## config.mk

```make
export PLATFORM = sky130hd
export DESIGN_NAME = scc_fetch_ifid_flat
export DESIGN_NICKNAME = d
export VERILOG_FILES = /design/src/rtl/scc_pkg.sv /design/src/rtl/scc_fetch_ifid_if.sv /design/src/rtl/scc_pc_reg.sv /design/src/rtl/scc_fetch_ifid.sv /design/src/flat_wrapper.sv
export SDC_FILE = /design/constraint.sdc
export NUM_CORES = 1
export LEC_CHECK = 0
export CAP_MARGIN = 20
export CORE_MARGIN = 10
export CORE_UTILIZATION = 40
export CTS_CLUSTER_SIZE = 28
export DETAILED_ROUTE_END_ITERATION = 8
export PLACE_DENSITY = 0.72
export SLEW_MARGIN = 20
export SYNTH_ARGS = -nofsm -noshare
export SYNTH_HDL_FRONTEND = slang
export SYNTH_HIERARCHICAL = 1
export SYNTH_SLANG_ARGS = --single-unit
```

## constraint.sdc

```tcl
create_clock -name clk -period 2.5 [get_ports clk]
set_input_delay 0.375 -clock clk [delete_from_list [all_inputs] [get_ports clk]]
set_output_delay 0.375 -clock clk [all_outputs]
set_load 0.005 [all_outputs]
```

## src/rtl/scc_pkg.sv

```systemverilog
// Shared SCC core types and defaults: IF/ID bundle, error-flag bit positions,
// fetch defaults and a saturating counter helper.
package scc_pkg;

    localparam logic [31:0] SCC_RESET_PC    = 32'h0000_0000;
    localparam logic [7:0]  SCC_HALT_OPCODE = 8'hFF;
    localparam int unsigned SCC_PC_STEP     = 4;

    localparam int ERR_MISALIGN = 0;
    localparam int ERR_PCWRAP   = 1;

    typedef struct packed {
        logic [31:0] instr;
        logic [31:0] pc;
        logic        valid;
    } ifid_t;

    function automatic logic [31:0] sat_inc32(input logic [31:0] v);
        return (&v) ? v : v + 32'd1;
    endfunction

endpackage

```

## src/rtl/scc_fetch_ifid_if.sv

```systemverilog
// Fetch-stage bus: pipeline control in, instruction memory, IF/ID view to decode.
// Perf counter signals exist only when SCC_FETCH_PERF_EN is defined.
interface scc_fetch_ifid_if;

    logic        clk_en;
    logic        stall;
    logic        flush;
    logic        redirect_en;
    logic [31:0] redirect_pc;
    logic [31:0] instruction_memory_a;
    logic        instruction_memory_en;
    logic [31:0] instruction_memory_v;
    logic [31:0] ifid_instr;
    logic [31:0] ifid_pc;
    logic        ifid_valid;
    logic        halt_f;
    logic [1:0]  err_bits;
`ifdef SCC_FETCH_PERF_EN
    logic [31:0] perf_fetch_cnt;
    logic [31:0] perf_stall_cnt;

    modport master (
        input  clk_en, stall, flush, redirect_en, redirect_pc, instruction_memory_v,
        output instruction_memory_a, instruction_memory_en,
        output ifid_instr, ifid_pc, ifid_valid, halt_f, err_bits,
        output perf_fetch_cnt, perf_stall_cnt
    );
    modport slave (
        output clk_en, stall, flush, redirect_en, redirect_pc, instruction_memory_v,
        input  instruction_memory_a, instruction_memory_en,
        input  ifid_instr, ifid_pc, ifid_valid, halt_f, err_bits,
        input  perf_fetch_cnt, perf_stall_cnt
    );
`else
    modport master (
        input  clk_en, stall, flush, redirect_en, redirect_pc, instruction_memory_v,
        output instruction_memory_a, instruction_memory_en,
        output ifid_instr, ifid_pc, ifid_valid, halt_f, err_bits
    );
    modport slave (
        output clk_en, stall, flush, redirect_en, redirect_pc, instruction_memory_v,
        input  instruction_memory_a, instruction_memory_en,
        input  ifid_instr, ifid_pc, ifid_valid, halt_f, err_bits
    );
`endif

endinterface

```

## src/rtl/scc_pc_reg.sv

```systemverilog
// Program counter with priority next-PC selection (halt > redirect > stall > advance)
// and sticky misaligned-redirect / PC-wrap error flags.
module scc_pc_reg
    import scc_pkg::*;
#(
    parameter logic [31:0] RESET_PC = SCC_RESET_PC,
    parameter int unsigned PC_STEP  = SCC_PC_STEP
) (
    input  logic        clk,
    input  logic        rst,
    input  logic        clk_en,
    input  logic        halted,
    input  logic        stall,
    input  logic        redirect_en,
    input  logic [31:0] redirect_pc,
    output logic [31:0] pc,
    output logic [1:0]  err_bits
);

    logic [31:0] pc_q, pc_d;
    logic [1:0]  err_q, err_d;
    logic [32:0] pc_inc;

    always_comb begin
        pc_inc = {1'b0, pc_q} + 33'(PC_STEP);
        pc_d   = pc_q;
        err_d  = err_q;
        if (clk_en && !halted) begin
            if (redirect_en) begin
                pc_d = {redirect_pc[31:2], 2'b00};
                if (|redirect_pc[1:0]) err_d[ERR_MISALIGN] = 1'b1;
            end else if (!stall) begin
                // Flush and normal fetch both advance; carry-out means the PC wrapped.
                pc_d = pc_inc[31:0];
                if (pc_inc[32]) err_d[ERR_PCWRAP] = 1'b1;
            end
        end
    end

    always_ff @(posedge clk) begin
        if (rst) begin
            pc_q  <= RESET_PC;
            err_q <= '0;
        end else begin
            pc_q  <= pc_d;
            err_q <= err_d;
        end
    end

    assign pc       = pc_q;
    assign err_bits = err_q;

endmodule

```

## src/rtl/scc_fetch_ifid.sv

```systemverilog
// SCC instruction fetch stage and IF/ID register with stall/flush/redirect/halt.
// Optional perf counters are enabled with macro SCC_FETCH_PERF_EN.
module scc_fetch_ifid
    import scc_pkg::*;
#(
    parameter logic [31:0] RESET_PC    = SCC_RESET_PC,
    parameter logic [7:0]  HALT_OPCODE = SCC_HALT_OPCODE,
    parameter int unsigned PC_STEP     = SCC_PC_STEP
) (
    input  logic             clk,
    input  logic             rst,
    scc_fetch_ifid_if.master bus
);

    ifid_t       ifid_q, ifid_d;
    logic        halt_q, halt_d;
    logic        capture;
    logic [31:0] pc;
    logic [1:0]  err_bits;

    scc_pc_reg #(
        .RESET_PC (RESET_PC),
        .PC_STEP  (PC_STEP)
    ) u_pc_reg (
        .clk         (clk),
        .rst         (rst),
        .clk_en      (bus.clk_en),
        .halted      (halt_q),
        .stall       (bus.stall),
        .redirect_en (bus.redirect_en),
        .redirect_pc (bus.redirect_pc),
        .pc          (pc),
        .err_bits    (err_bits)
    );

    always_comb begin
        ifid_d  = ifid_q;
        halt_d  = halt_q;
        capture = 1'b0;
        if (bus.clk_en) begin
            if (halt_q || bus.redirect_en) begin
                // A HALT word arriving alongside a redirect is on the wrong path.
                ifid_d.valid = 1'b0;
            end else if (bus.stall) begin
                if (bus.flush) ifid_d.valid = 1'b0;
            end else if (bus.flush) begin
                ifid_d.valid = 1'b0;
            end else begin
                capture = 1'b1;
                ifid_d  = '{instr: bus.instruction_memory_v, pc: pc, valid: 1'b1};
                if (bus.instruction_memory_v[31:24] == HALT_OPCODE) halt_d = 1'b1;
            end
        end
    end

    always_ff @(posedge clk) begin
        if (rst) begin
            ifid_q <= '0;
            halt_q <= 1'b0;
        end else begin
            ifid_q <= ifid_d;
            halt_q <= halt_d;
        end
    end

    assign bus.instruction_memory_a  = pc;
    assign bus.instruction_memory_en = !halt_q;
    assign bus.ifid_instr            = ifid_q.instr;
    assign bus.ifid_pc               = ifid_q.pc;
    assign bus.ifid_valid            = ifid_q.valid;
    assign bus.halt_f                = halt_q;
    assign bus.err_bits              = err_bits;

`ifdef SCC_FETCH_PERF_EN
    logic [31:0] perf_fetch_cnt_q, perf_fetch_cnt_d;
    logic [31:0] perf_stall_cnt_q, perf_stall_cnt_d;

    always_comb begin
        perf_fetch_cnt_d = perf_fetch_cnt_q;
        perf_stall_cnt_d = perf_stall_cnt_q;
        if (capture) perf_fetch_cnt_d = sat_inc32(perf_fetch_cnt_q);
        if (bus.clk_en && bus.stall && !halt_q && !bus.redirect_en)
            perf_stall_cnt_d = sat_inc32(perf_stall_cnt_q);
    end

    always_ff @(posedge clk) begin
        if (rst) begin
            perf_fetch_cnt_q <= '0;
            perf_stall_cnt_q <= '0;
        end else begin
            perf_fetch_cnt_q <= perf_fetch_cnt_d;
            perf_stall_cnt_q <= perf_stall_cnt_d;
        end
    end

    assign bus.perf_fetch_cnt = perf_fetch_cnt_q;
    assign bus.perf_stall_cnt = perf_stall_cnt_q;
`endif

endmodule

```

## src/flat_wrapper.sv

```systemverilog
// flat-port wrapper written by rule: the top's interface ports become plain ports
module scc_fetch_ifid_flat import scc_pkg::*;
#(
    parameter logic [31:0] RESET_PC    = SCC_RESET_PC,
    parameter logic [7:0]  HALT_OPCODE = SCC_HALT_OPCODE,
    parameter int unsigned PC_STEP     = SCC_PC_STEP
)
  (clk, rst, bus_clk_en, bus_stall, bus_flush, bus_redirect_en, bus_redirect_pc, bus_instruction_memory_v, bus_instruction_memory_a, bus_instruction_memory_en, bus_ifid_instr, bus_ifid_pc, bus_ifid_valid, bus_halt_f, bus_err_bits);
  scc_fetch_ifid_if bus_i ();
  input  logic clk;
  input  logic rst;
  input wire logic [$bits(bus_i.clk_en)-1:0] bus_clk_en;
  input wire logic [$bits(bus_i.stall)-1:0] bus_stall;
  input wire logic [$bits(bus_i.flush)-1:0] bus_flush;
  input wire logic [$bits(bus_i.redirect_en)-1:0] bus_redirect_en;
  input wire logic [$bits(bus_i.redirect_pc)-1:0] bus_redirect_pc;
  input wire logic [$bits(bus_i.instruction_memory_v)-1:0] bus_instruction_memory_v;
  output wire logic [$bits(bus_i.instruction_memory_a)-1:0] bus_instruction_memory_a;
  output wire logic [$bits(bus_i.instruction_memory_en)-1:0] bus_instruction_memory_en;
  output wire logic [$bits(bus_i.ifid_instr)-1:0] bus_ifid_instr;
  output wire logic [$bits(bus_i.ifid_pc)-1:0] bus_ifid_pc;
  output wire logic [$bits(bus_i.ifid_valid)-1:0] bus_ifid_valid;
  output wire logic [$bits(bus_i.halt_f)-1:0] bus_halt_f;
  output wire logic [$bits(bus_i.err_bits)-1:0] bus_err_bits;
  assign bus_i.clk_en = bus_clk_en;
  assign bus_i.stall = bus_stall;
  assign bus_i.flush = bus_flush;
  assign bus_i.redirect_en = bus_redirect_en;
  assign bus_i.redirect_pc = bus_redirect_pc;
  assign bus_i.instruction_memory_v = bus_instruction_memory_v;
  assign bus_instruction_memory_a = bus_i.instruction_memory_a;
  assign bus_instruction_memory_en = bus_i.instruction_memory_en;
  assign bus_ifid_instr = bus_i.ifid_instr;
  assign bus_ifid_pc = bus_i.ifid_pc;
  assign bus_ifid_valid = bus_i.ifid_valid;
  assign bus_halt_f = bus_i.halt_f;
  assign bus_err_bits = bus_i.err_bits;
  scc_fetch_ifid #(.RESET_PC(RESET_PC), .HALT_OPCODE(HALT_OPCODE), .PC_STEP(PC_STEP)) u_core (.clk(clk), .rst(rst), .bus(bus_i));
endmodule
```

==> flow_metrics.py <==
metrics = {
    "outcome": {
        "status": "completed",
    },
    "sta": {
        "rsz0062_at_grt": "no",
        "slew_headroom_pct": 59.2,
        "setup_slack_ps": 453,
        "hold_violations": 0,
        "min_period_ps": 2050,
        "tightest_slew_ps": 607,
        "finalSetupTns_ps": 0,
        "max_freq_mhz": 488,
        "finalSetupViolCount": 0,
        "layout_worst_path_cycle_share_pct": 81.9,
        "finalClockSkew_ps": 9.80,
        "drv_slew": 0,
    },
    "pwr": {
        "peakVddDrop_uv": 310,
        "p_seq_share_pct": 47.1,
        "combPwrFrac_pct": 14.8,
        "power_frac_clock_pct": 38.0,
        "p_switching_w": 0.000864,
        "p_sw_share_pct": 24.5,
        "p_leak_nw": 2.46,
        "power_density_mw_per_mm2": 490,
        "internal_power_w": 0.00267,
    },
    "setup_path": {
        "crit_path_end_kind": "flop",
        "arrival_ps": 2330,
        "crit_type": "reg2reg",
        "required_ps": 2790,
        "rrSetupSlack_ps": 450,
        "slowest_delay_ps": 490,
        "crit_path_top_delay_cell": "or4_1",
        "start_kind": "flop",
        "crit_path_cell_trace": "ha_1 -> nand3_2 -> or3_4 -> or4_1 -> a21o_1 -> a21oi_2",
        "crit_family": "simple AND/OR/NAND/NOR gates",
        "cp_max_fo": 5,
        "cp_num_buf_inv": 0,
    },
    "run": {
        "max_cap_viol_count": 0,
    },
    "synth": {
        "ys_top_cells_by_area": "dfxtp_1 (39%), nand2b_1 (16%), mux2i_1 (14%)",
        "yosysSeqAreaShare_pct": 38.7,
        "ys_warn_count": 6,
        "synth.avg_cell_area_um2": 9.00,
        "synth_edf_count": 0,
        "synth.distinct_cells": 54,
        "ys_dominant_reg_cell": "dfxtp_1",
        "synth.most_common_cell": "nand2b_1",
        "synth_top_area_cell": "dfxtp_1",
        "synth.top_cell.area_share_pct": 38.7,
        "synth_area_mm2": 0.00507,
        "syn_inst": 563,
        "ys_ff_latch": 98,
        "async_flop_share_pct": 0,
        "yosys-top-cells-count": "nand2b_1 (129), dfxtp_1 (98), mux2i_1 (72), nand2_1 (29), nor2_1 (29)",
    },
    "cells_and_area": {
        "diodes": 0,
        "areaGrowthSynthToFinish_pct": 42.3,
        "nFillCells": 1166,
        "multi_input_comb_area_mm2": 0.00281,
        "final_nets": 797,
        "seqCellArea_mm2": 0.00196,
        "drive_gt1_share_pct": 7.11,
    },
    "grt": {
        "grt_pass1_wl_mm": 25.5,
        "antenna_found_initial": 0,
        "grt_max_degree": 110,
        "grt_pass1_vias": 4633,
        "grt_usage_pct": 17.7,
        "grt-ovfl-total": 0,
    },
    "clock_network": {
        "clockBufferDepth": 2,
        "cts_resized": 0,
        "h-tree-depth": 3,
        "worstSkewPairLatency_ps": 350,
        "numCtsBuffers": 9,
        "cts_tree": "built",
        "root_buffer": "clkbuf_16",
        "ctsHoldBuffers": 0,
        "path_clk_slew_ps": 70,
        "clkSinkCount": 98,
        "post_cts_buffers": 0,
    },
    "place": {
        "gp_routability_congestion": 0.936,
        "post-place-ws_ps": 191,
        "hpwlAfterDp_mm": 12.1,
        "port_buffers": 168,
    },
    "drt": {
        "firstDrtPassIters": 5,
        "drt-initial-drc-count": 414,
        "ant_nets": 0,
        "wl_mm": 16.1,
        "vias": 4722,
        "drc": 0,
        "vias_per_cell": 5.23,
        "post_drt_wl_per_cell_um": 17.8,
    },
    "floorplan": {
        "die_x_um": 133,
        "dieArea_mm2": 0.0176,
        "io_pins": 171,
        "rows": 41,
        "core-area_mm2": 0.0125,
        "die_h_um": 133,
        "initial_core_util_pct": 40.5,
    },
    "worst_hold_path": {
        "min_path_type": "reg2reg",
    },
}
-- layout make-up --
type                            count  area share, %
Multi-Input combinational cell    417           39.0
Sequential cell                    98           27.2
Timing Repair Buffer              191           26.4
Clock buffer                       14           3.80
Tap cell                          172           2.98
Inverter                            9          0.469
Clock inverter                      2          0.139
-- stage by stage --
stage               total power [W]  area (um^2)  utilization, %  cells  hold WS (ps)
floorplan                   0.00193         5070               -    564           442
global placement            0.00221         6930            55.3    887           433
detailed placement          0.00222         6930            55.3    887           440
CTS                         0.00357         7210            57.6    903           449
global route                0.00367         7210            57.6    903           495
finish                      0.00353         7210            57.6    903           450
-- kinds of logic (layout without fill, tap and decap cells) --
kind of cell | count (synthesis) | in the layout | synth area share (%)
AO/OA/AOI/OAI | 85 | 85 | 11.2
adder cells (fa/ha/maj) | 1 | 1 | 0.247
buffers and inverters | 49 | 216 | 5.85
flip-flops | 98 | 98 | 38.7
multiplexers | 75 | 75 | 14.9
other | 1 | 2 | 0.0740
AND/OR/NAND/NOR | 254 | 254 | 29.1
-- metal layers --
metal	GRT usage [%]	wire (um)
met1	22.4	7270
met2	28.1	7370
met3	5.00	1250
met4	5.99	225
met5	0	0
-- cells in the final DEF, fill, tap and decap left out, types with 5 or more instances in the layout --
cell type,count
a211oi_1,8
a21oi_1,24
a31oi_1,7
a32o_1,5
and3_1,6
buf_4,20
clkbuf_16,9
clkdlybuf4s50_1,167
dfxtp_1,98
inv_1,8
mux2i_1,72
nand2_1,29
nand2b_1,129
nand3_1,22
nand4_1,8
nor2_1,29
nor4_1,5
o21ai_0,14
-- state kept, by name (all words and copies together), names as in the netlist --
| signal | flops |
|---|---|
| u_core/bus.ifid_instr | 32 |
| u_core/u_pc_reg/err_bits | 2 |
| u_core/bus.halt_f | 1 |
| u_core/bus.ifid_pc | 32 |
| u_core/bus.ifid_valid | 1 |
| u_core/u_pc_reg/pc | 30 |
-- worst min-delay path, delay by kind of cell (launching register included) --
family | cells | cell delay (ps)
AOI/OAI and AO/OA | 1 | 50
DFF | 1 | 310
buffers and inverters | 1 | 50
-- power groups by stage --
stage	logic [W]	clock network (W)	registers (W)
after floorplan	0.000234	0	0.00170
after global placement	0.000512	0	0.00170
after detailed placement	0.000523	0	0.00170
after CTS	0.000526	0.00138	0.00166
after global routing	0.000569	0.00143	0.00167
final	0.000523	0.00134	0.00166
-- path summary, 6_finish.rpt --
| path | startpoint | endpoint | depth (start not counted) |
|---|---|---|---|
| setup / recovery | u_core/u_pc_reg/pc[2]$_SDFFE_PP0N_ | u_core/u_pc_reg/pc[14]$_SDFFE_PP0N_ | 6 |
| hold / removal | u_core/u_pc_reg/err_bits[0]$_SDFFE_PP0P_ | u_core/u_pc_reg/err_bits[0]$_SDFFE_PP0P_ | 2 |
| setup reg to reg | u_core/u_pc_reg/pc[2]$_SDFFE_PP0N_ | u_core/u_pc_reg/pc[14]$_SDFFE_PP0N_ | 6 |
| hold reg to reg | u_core/u_pc_reg/err_bits[0]$_SDFFE_PP0P_ | u_core/u_pc_reg/err_bits[0]$_SDFFE_PP0P_ | 2 |
Power figures use the tool's default switching activity.
